## src/rtl/report_collector_c4.sv

```systemverilog
// Report collector for cluster-4 stage 0: timestamps cycles that carry any report bit
// and queues them in a show-ahead FIFO drained over valid/ready, with drop accounting.
module report_collector_c4 #(
    parameter int N_REPORTS = 28,
    parameter int TS_W      = 32,
    parameter int DEPTH     = 16,
    parameter int DROP_W    = 16
) (
    input  logic                   clk,
    input  logic                   reset,
    input  logic                   run,
    input  logic                   stream_rst,
    input  logic [7:0]             in_symbol,
    input  logic [N_REPORTS-1:0]   in_reports,
    output logic                   ev_valid,
    input  logic                   ev_ready,
    output logic [TS_W-1:0]        ev_ts,
    output logic [N_REPORTS-1:0]   ev_reports,
    output logic [7:0]             ev_symbol,
    output logic [$clog2(DEPTH):0] fifo_level,
    output logic                   overflow,
    output logic [DROP_W-1:0]      drop_count
);
    localparam int AW = $clog2(DEPTH);
    localparam int PW = AW + 1;
    localparam int EW = TS_W + N_REPORTS + 8;

    logic [TS_W-1:0]   ts_q, ts_d;
    logic              c_valid_q, c_valid_d;
    logic [EW-1:0]     c_data_q, c_data_d;
    logic [PW-1:0]     wr_q, wr_d, rd_q, rd_d;
    logic [EW-1:0]     head_q, head_d;
    logic              ev_valid_q, ev_valid_d;
    logic              overflow_q, overflow_d;
    logic [DROP_W-1:0] drop_q, drop_d;
    logic [EW-1:0]     mem_q [DEPTH];

    logic full, pop, offer, push, drop;

    always_comb begin
        ts_d       = ts_q;
        c_valid_d  = 1'b0;
        c_data_d   = c_data_q;
        overflow_d = overflow_q;
        drop_d     = drop_q;
        head_d     = '0;

        if (stream_rst)
            ts_d = '0;
        else if (run)
            ts_d = ts_q + TS_W'(1);

        if (run && (|in_reports) && !stream_rst) begin
            c_valid_d = 1'b1;
            c_data_d  = {ts_q, in_reports, in_symbol};
        end

        full  = (wr_q[AW] != rd_q[AW]) && (wr_q[AW-1:0] == rd_q[AW-1:0]);
        pop   = ev_valid_q && ev_ready;
        // a restart discards the capture still waiting in the C stage
        offer = c_valid_q && !stream_rst;
        push  = offer && (!full || pop);
        drop  = offer && !push;

        wr_d = wr_q + PW'(push);
        rd_d = rd_q + PW'(pop);

        if (drop) begin
            overflow_d = 1'b1;
            if (drop_q != '1)
                drop_d = drop_q + DROP_W'(1);
        end

        // next head: the slot being written this edge is not yet in mem_q
        ev_valid_d = (wr_d != rd_d);
        if (ev_valid_d) begin
            if (push && (rd_d == wr_q))
                head_d = c_data_q;
            else
                head_d = mem_q[rd_d[AW-1:0]];
        end
    end

    always_ff @(posedge clk or negedge reset) begin
        if (!reset) begin
            ts_q       <= '0;
            c_valid_q  <= 1'b0;
            c_data_q   <= '0;
            wr_q       <= '0;
            rd_q       <= '0;
            head_q     <= '0;
            ev_valid_q <= 1'b0;
            overflow_q <= 1'b0;
            drop_q     <= '0;
        end else begin
            ts_q       <= ts_d;
            c_valid_q  <= c_valid_d;
            c_data_q   <= c_data_d;
            wr_q       <= wr_d;
            rd_q       <= rd_d;
            head_q     <= head_d;
            ev_valid_q <= ev_valid_d;
            overflow_q <= overflow_d;
            drop_q     <= drop_d;
        end
    end

    always_ff @(posedge clk) begin
        if (push)
            mem_q[wr_q[AW-1:0]] <= c_data_q;
    end

    assign ev_valid   = ev_valid_q;
    assign ev_ts      = head_q[EW-1 -: TS_W];
    assign ev_reports = head_q[N_REPORTS+7 -: N_REPORTS];
    assign ev_symbol  = head_q[7:0];
    assign fifo_level = wr_q - rd_q;
    assign overflow   = overflow_q;
    assign drop_count = drop_q;

endmodule

```

## config.mk

```make
export PLATFORM = sky130hd
export DESIGN_NAME = report_collector_c4
export DESIGN_NICKNAME = d
export VERILOG_FILES = /design/src/rtl/report_collector_c4.sv
export SDC_FILE = /design/constraint.sdc
export NUM_CORES = 2
export LEC_CHECK = 0
export ABC_AREA = 1
export BUFFER_PORTS_ARGS = -buffer_cell sky130_fd_sc_hd__clkbuf_2
export CAP_MARGIN = 20
export CORE_MARGIN = 3
export CORE_UTILIZATION = 50
export CTS_CLUSTER_DIAMETER = 30
export CTS_CLUSTER_SIZE = 25
export DETAILED_ROUTE_END_ITERATION = 12
export HOLD_SLACK_MARGIN = 0.1
export PLACE_DENSITY = 0.68
export SYNTH_ARGS = -nofsm -noshare
export SYNTH_HDL_FRONTEND = slang
export SYNTH_SLANG_ARGS = --single-unit
export TNS_END_PERCENT = 100
```

## constraint.sdc

```tcl
create_clock -name clk -period 4.65 [get_ports clk]
set_input_delay 0.465 -clock clk [delete_from_list [all_inputs] [get_ports clk]]
set_output_delay 0.465 -clock clk [all_outputs]
set_load 0.05 [all_outputs]
```

[After elaboration in Yosys (flattened, before gate mapping)]
Memory sizes are Yosys's and may differ from the RTL's.
Cells that the tools add are included.
Cells by class
  add/subtract/negate cells: 5
  eq/ne operators: 5
  mux-type cells: 7
  reductions and logical operators: 15
Operators by type and width (count)
  $mux 68: 2
  $mux 32: 2
  $add 32x1->32 const B: 1
  $reduce_or 28->1: 1
  $add 16x1->16 const B: 1
  $ne 16x16->1 const B: 1
  $add 5x1->5: 2
  $logic_and 1x1->1: 8
  $eq 5x5->1: 1
  $ne 5x5->1: 1
  $sub 5x5->5: 1
  $eq 4x4->1: 1
  $logic_not 1->1: 3
  $mux 1: 3
  $reduce_and 2->1: 1
  $reduce_bool 2->1: 1
  $logic_or 1x1->1: 1
  $ne 1x1->1: 1
Storage, ports and cells
  register bits after elaboration: 197
  RAM bits: 1088
  output and inout port bits: 91
  logic and storage cells: 42
  memories kept: 1
Memory list
  mem_q: depth 16, bits a word 68, rd ports 1, clocked after memory_dff 0, wr ports 1, line 36  | logic [EW-1:0] mem_q [DEPTH];

[Depth between registers and ports, before layout]
  depth in word-level cells: 8
  depth in mapped cells: 20
  mapped depth without buffers: 18

[Worst setup path before layout]
Ideal clock, no wire load.
  kind: register to register
  start: register rd_q[2]
  end: memory mem_q[10][0] (netlist name) (enable)
  library setup time: 0.495 ns
  arrival time: 4.192 ns
  setup slack: -0.037 ns
  cell stages (with the launch flop): 10
  path buffers: 0
  period minus slack after synthesis: 4.687 ns
  cells stage by stage: dfrtp_1 -> inv_1 -> ha_1 -> nand2_1 -> nor2_1 -> nand3_1 -> nand2_1 -> inv_1 -> nand3_1 -> nor2_1
On the way
  longest elaborated chain between the ends: 7
RTL lines
  from (decl): line 31  | logic [PW-1:0] wr_q, wr_d, rd_q, rd_d;
  from (signal assigned): line 100  | rd_q <= rd_d;
  $eq 4x4->1: line 58  | full = (wr_q[AW] != rd_q[AW]) && (wr_q[AW-1:0] == rd_q[AW-1:0]);
  $logic_and 1x1->1: line 58
  $logic_not 1->1: line 62  | push = offer && (!full || pop);
  $logic_or 1x1->1: line 62
  $logic_and 1x1->1: line 62
  $mux 1: line 109  | if (push)
  $mux 1 (implied by the code): line 110  | mem_q[wr_q[AW-1:0]] <= c_data_q;
  to (decl): line 36
Every way passes these cells.

[Worst setup path after layout]
  start: register wr_q[2]
  end: register head_q[19]
On the way
  longest elaborated chain between the ends: 8
  elaborated cells on any way between the ends: 11
  those cells by class: 1 x add/sub; 3 x eq/ne; 2 x mux; 5 x reduce/logical
RTL lines
  from (decl): line 31
  from (signal assigned): line 99  | wr_q <= wr_d;
  $eq 4x4->1: line 58
  $logic_and 1x1->1: line 58
  $logic_not 1->1: line 62
  $logic_or 1x1->1: line 62
  $logic_and 1x1->1: line 62
  $add 5x1->5: line 65  | wr_d = wr_q + PW'(push);
  named net wr_d[1]: line 31
  $ne 5x5->1: line 75  | ev_valid_d = (wr_d != rd_d);
  $mux 68: line 76  | if (ev_valid_d) begin
  named net head_d[19]: line 32  | logic [EW-1:0] head_q, head_d;
  to (signal assigned): line 91  | head_q <= '0;
  to (signal assigned): line 101  | head_q <= head_d;
  to (decl): line 32
The timed path passes the listed nets, and every way through them passes these cells.
A chain may end at the register's enable or synchronous reset.

==> flow_summary_export.csv <==
group,metric,value,unit
outcome,run_status,"finished clean",
floorplan,coreArea,104200,µm²
power_and_ir_drop,p_per_area,760.1,nW/µm²
synth,synth_top_area_cell,"edfxtp_1",
worst_setup_path,cpMaxStageDelayCell,"dfrtp_1",
worst_setup_path,path_cells,"ha_1 > nand2_1 > nor2_1 > nand3_1 > nand2_1 > inv_1 > ha_1 > ha_1 > xor2_1 > nor2_1 > nand2_1 > nor2_1 > nand2_4 > buf_4 > nand2_1 > nor2_1",
sta,worstMarginPinSlew,1.154,ns
global_routing,grt_pass1_wl,222.7,mm
sta,setup_viol,0,
floorplan,rows,118,
floorplan,die-height,331.0,µm
clock_tree,worstSkewPairLatency,0.87,ns
synth,synth_fp_nets,4841,
sta,maxSlewHeadroom,23.06,%
synth,avgSynthCellArea,11.03,µm²
synth,synth_top_area_share,61.86,%
finish,final_nets,5075,
detailed_routing,avgRoutedWirePerCell,22.33,µm
synth,yosysWarningCount,0,
worst_setup_path,cp_data_required_time,5.36,ns
synth,seq_area_frac_synth,71.19,%
detailed_routing,dr.first_iter.drc_count,4485,
synth,async_flop_share,15.33,%
worst_setup_path,path_class,"reg -> reg",
sta,rsz0062_at_grt,"false",
synth,synth_cell_types,31,
worst_setup_path,r2r-end,"head_q[19]",
floorplan,die_w,331.0,µm
synth,synth_edf_count,1088,
detailed_routing,drc,0,
synth,yosysMostFrequentCell,"nand2_1",
clock_tree,cts_tree,"built",
worst_setup_path,end_kind,"register",
worst_setup_path,arrival,4.42,ns
global_routing,globalRouteOverflowTotal,0,
hold_path,hold_depth,4,
global_routing,grt_use_total,26.96,%
clock_tree,clk_pin_slew,0.05,ns
detailed_routing,wl,147.6,mm
synth,synth_area,52820,µm²
synth,netlist_top_cells_count,"nand2_1, edfxtp_1, nand3_1",
worst_setup_path,critPathBufInv,2,
sta,hold_violations,0,
floorplan,start_util,50.67,%
clock_tree,cts_buffers,279,
detailed_routing,detail-route-antenna-nets,0,
worst_setup_path,crit_path_max_fanout,42,
global_routing,grt_pass1_vias,37400,
sta,slew_viol_final,0,
sta,finClkSkew,0.05439,ns
synth,synth_area_leaders,"edfxtp_1, nand2_1, nand3_1",
sta,max_freq,0.2692,GHz
global_routing,grt_max_degree,216,
clock_tree,cts_setup_buffers,0,
hold_path,hp-class,"in -> reg",
worst_setup_path,crit_end,"head_q[19]",
worst_setup_path,slowest_delay,0.51,ns
worst_setup_path,start_kind,"register",
power_and_ir_drop,irDropWorstVdd,1430,µV
job,drv_cap,0,
synth,synth_seq_cells,1285,
finish,area_growth,22.36,%
detailed_routing,first_pass_iters,8,
finish,utilization,62.00,%
placed_design,portBuffers,131,
global_routing,grt_antenna_before_repair,2,
clock_tree,h-tree-depth,5,
worst_setup_path,reg2reg_depth,16,
power_and_ir_drop,finalPower,49.12,mW
clock_tree,clock-sinks,1285,
detailed_routing,vias_per_cell,5.704,
worst_setup_path,setup.worst_path.start,"wr_q[2]",
clock_tree,clk_path_buf_depth,4,
worst_setup_path,cp.depth,16,
synth,syn_inst,4789,
synth,ys.flop_type,"edfxtp_1",
floorplan,die-area,109600,µm²
worst_setup_path,r2r_setup_slack,0.94,ns
clock_tree,cts-root-buf,"clkbuf_16",
placed_design,gp_congestion,0.8647,
sta,final.min_clock_period,3.714,ns
detailed_routing,via_count,37700,
sta,min_period_over_period,79.88,%
floorplan,ios,132,
finish,drive_above_1_share,12.79,%
worst_setup_path,path_delay_family,"simple AND/OR/NAND/NOR gates",
placed_design,dpl.hpwl,71.76,mm
power_and_ir_drop,cellLeakagePower,25.52,nW
worst_setup_path,r2r_start,"wr_q[2]",
## cell usage in the layout, fill, tap and decap left out, drive strengths merged
cell type,netlist,routed
clkinv,2,82
fa,1,1
o21ai,56,56
dfrtp,197,197
a21oi,18,18
clkbuf,122,461
nor2,179,179
nand2,1575,1575
dlygate4sd3,0,39
edfxtp,1088,1088
nand3,1034,1034
buf,166,72
ha,10,10
nand4,83,83
clkinvlp,0,28
o211ai,1,1
diode,0,1
inv,213,235
xor2,17,17
bufinv,0,26
or2,1,1
nor3b,1,1
xnor2,3,3
o21a,1,1
nor3,21,21
## layout make-up
cell class	count	area [µm²]
Clock inverter	156	1634
Inverter	215	824.5
Tap cell	1380	1727
Sequential cell	1285	37600
Multi-Input combinational cell	3001	13350
Antenna cell	1	2.502
Clock buffer	331	7426
Fill cell	7847	39610
Timing Repair Buffer	241	2064
## stage by stage
step	area, µm²	TNS [ns]	hold WS [ns]	worst slack, ns	instances
2_1_floorplan	52820	-38.27	0.1694	-0.03714	4789
3_3_place_gp	55160	0	0.4574	0.9379	6083
3_5_place_dp	55170	0	0.4608	0.9913	6083
4_1_cts	64620	0	0.1307	1.006	6609
5_1_grt	64620	0	0.1908	0.7520	6609
6_report	64620	0	0.1753	0.9357	6610
## power breakdown
| group | internal (mW) | switching [mW] | leakage (nW) | total [mW] |
|---|---|---|---|---|
| logic | 4.33 | 11.9 | 8.66 | 16.2 |
| registers | 13.4 | 0.630 | 12.5 | 14.0 |
| clock network | 12.8 | 6.12 | 4.38 | 18.9 |
| total | 30.5 | 18.6 | 25.5 | 49.1 |
## how the worst min path moves through the flow
stage	slack, ns	start	endpoint
3_3_place_gp	0.46	overflow	overflow
2_1_floorplan	0.17	reset	c_data_q[0]
3_5_place_dp	0.46	overflow	overflow
4_1_cts	0.13	ev_ready	rd_q[0]
6_report	0.18	ev_ready	rd_q[0]
5_1_grt	0.19	ev_ready	rd_q[0]
## kinds of logic after synthesis
| group | Yosys count | share of synthesized area (%) |
|---|---|---|
| adder cells (fa/ha/maj) | 11 | 0.2748 |
| buffers and inverters | 503 | 3.954 |
| AO/OA/AOI/OAI | 76 | 0.7297 |
| XOR/XNOR | 20 | 0.3317 |
| flip-flops | 1285 | 71.19 |
| AND/OR/NAND/NOR | 2894 | 23.52 |
## worst reg2reg max path, delay by kind of cell, from the launching register on
family	cells	cell delay, ns
flops	1	0.51
fa+ha+maj	3	0.98
simple gates	10	1.39
xor+xnor	1	0.17
buf+inv	2	0.55
## metal layers
metal	vias to the layer above	global-route usage, %	routed length, µm
li1	17050	-	-
met1	18300	36.23	58610
met2	2003	43.09	69610
met3	347	6.291	15120
met4	0	10.09	4269
met5	-	0	0
## repair_timing
action	CTS	global route
hold buffers	39	0
endpoints found under the hold margin	116	0
gates resized for setup	0	0
## flip-flops by register name, indices dropped and copies added, names as in the netlist
register,cells
overflow,1
rd_q,5
c_data_q,68
ev_valid,1
ts_q,32
head_q,68
drop_count,16
mem_q,1088
c_valid_q,1
wr_q,5
Power figures use the tool's default switching activity.
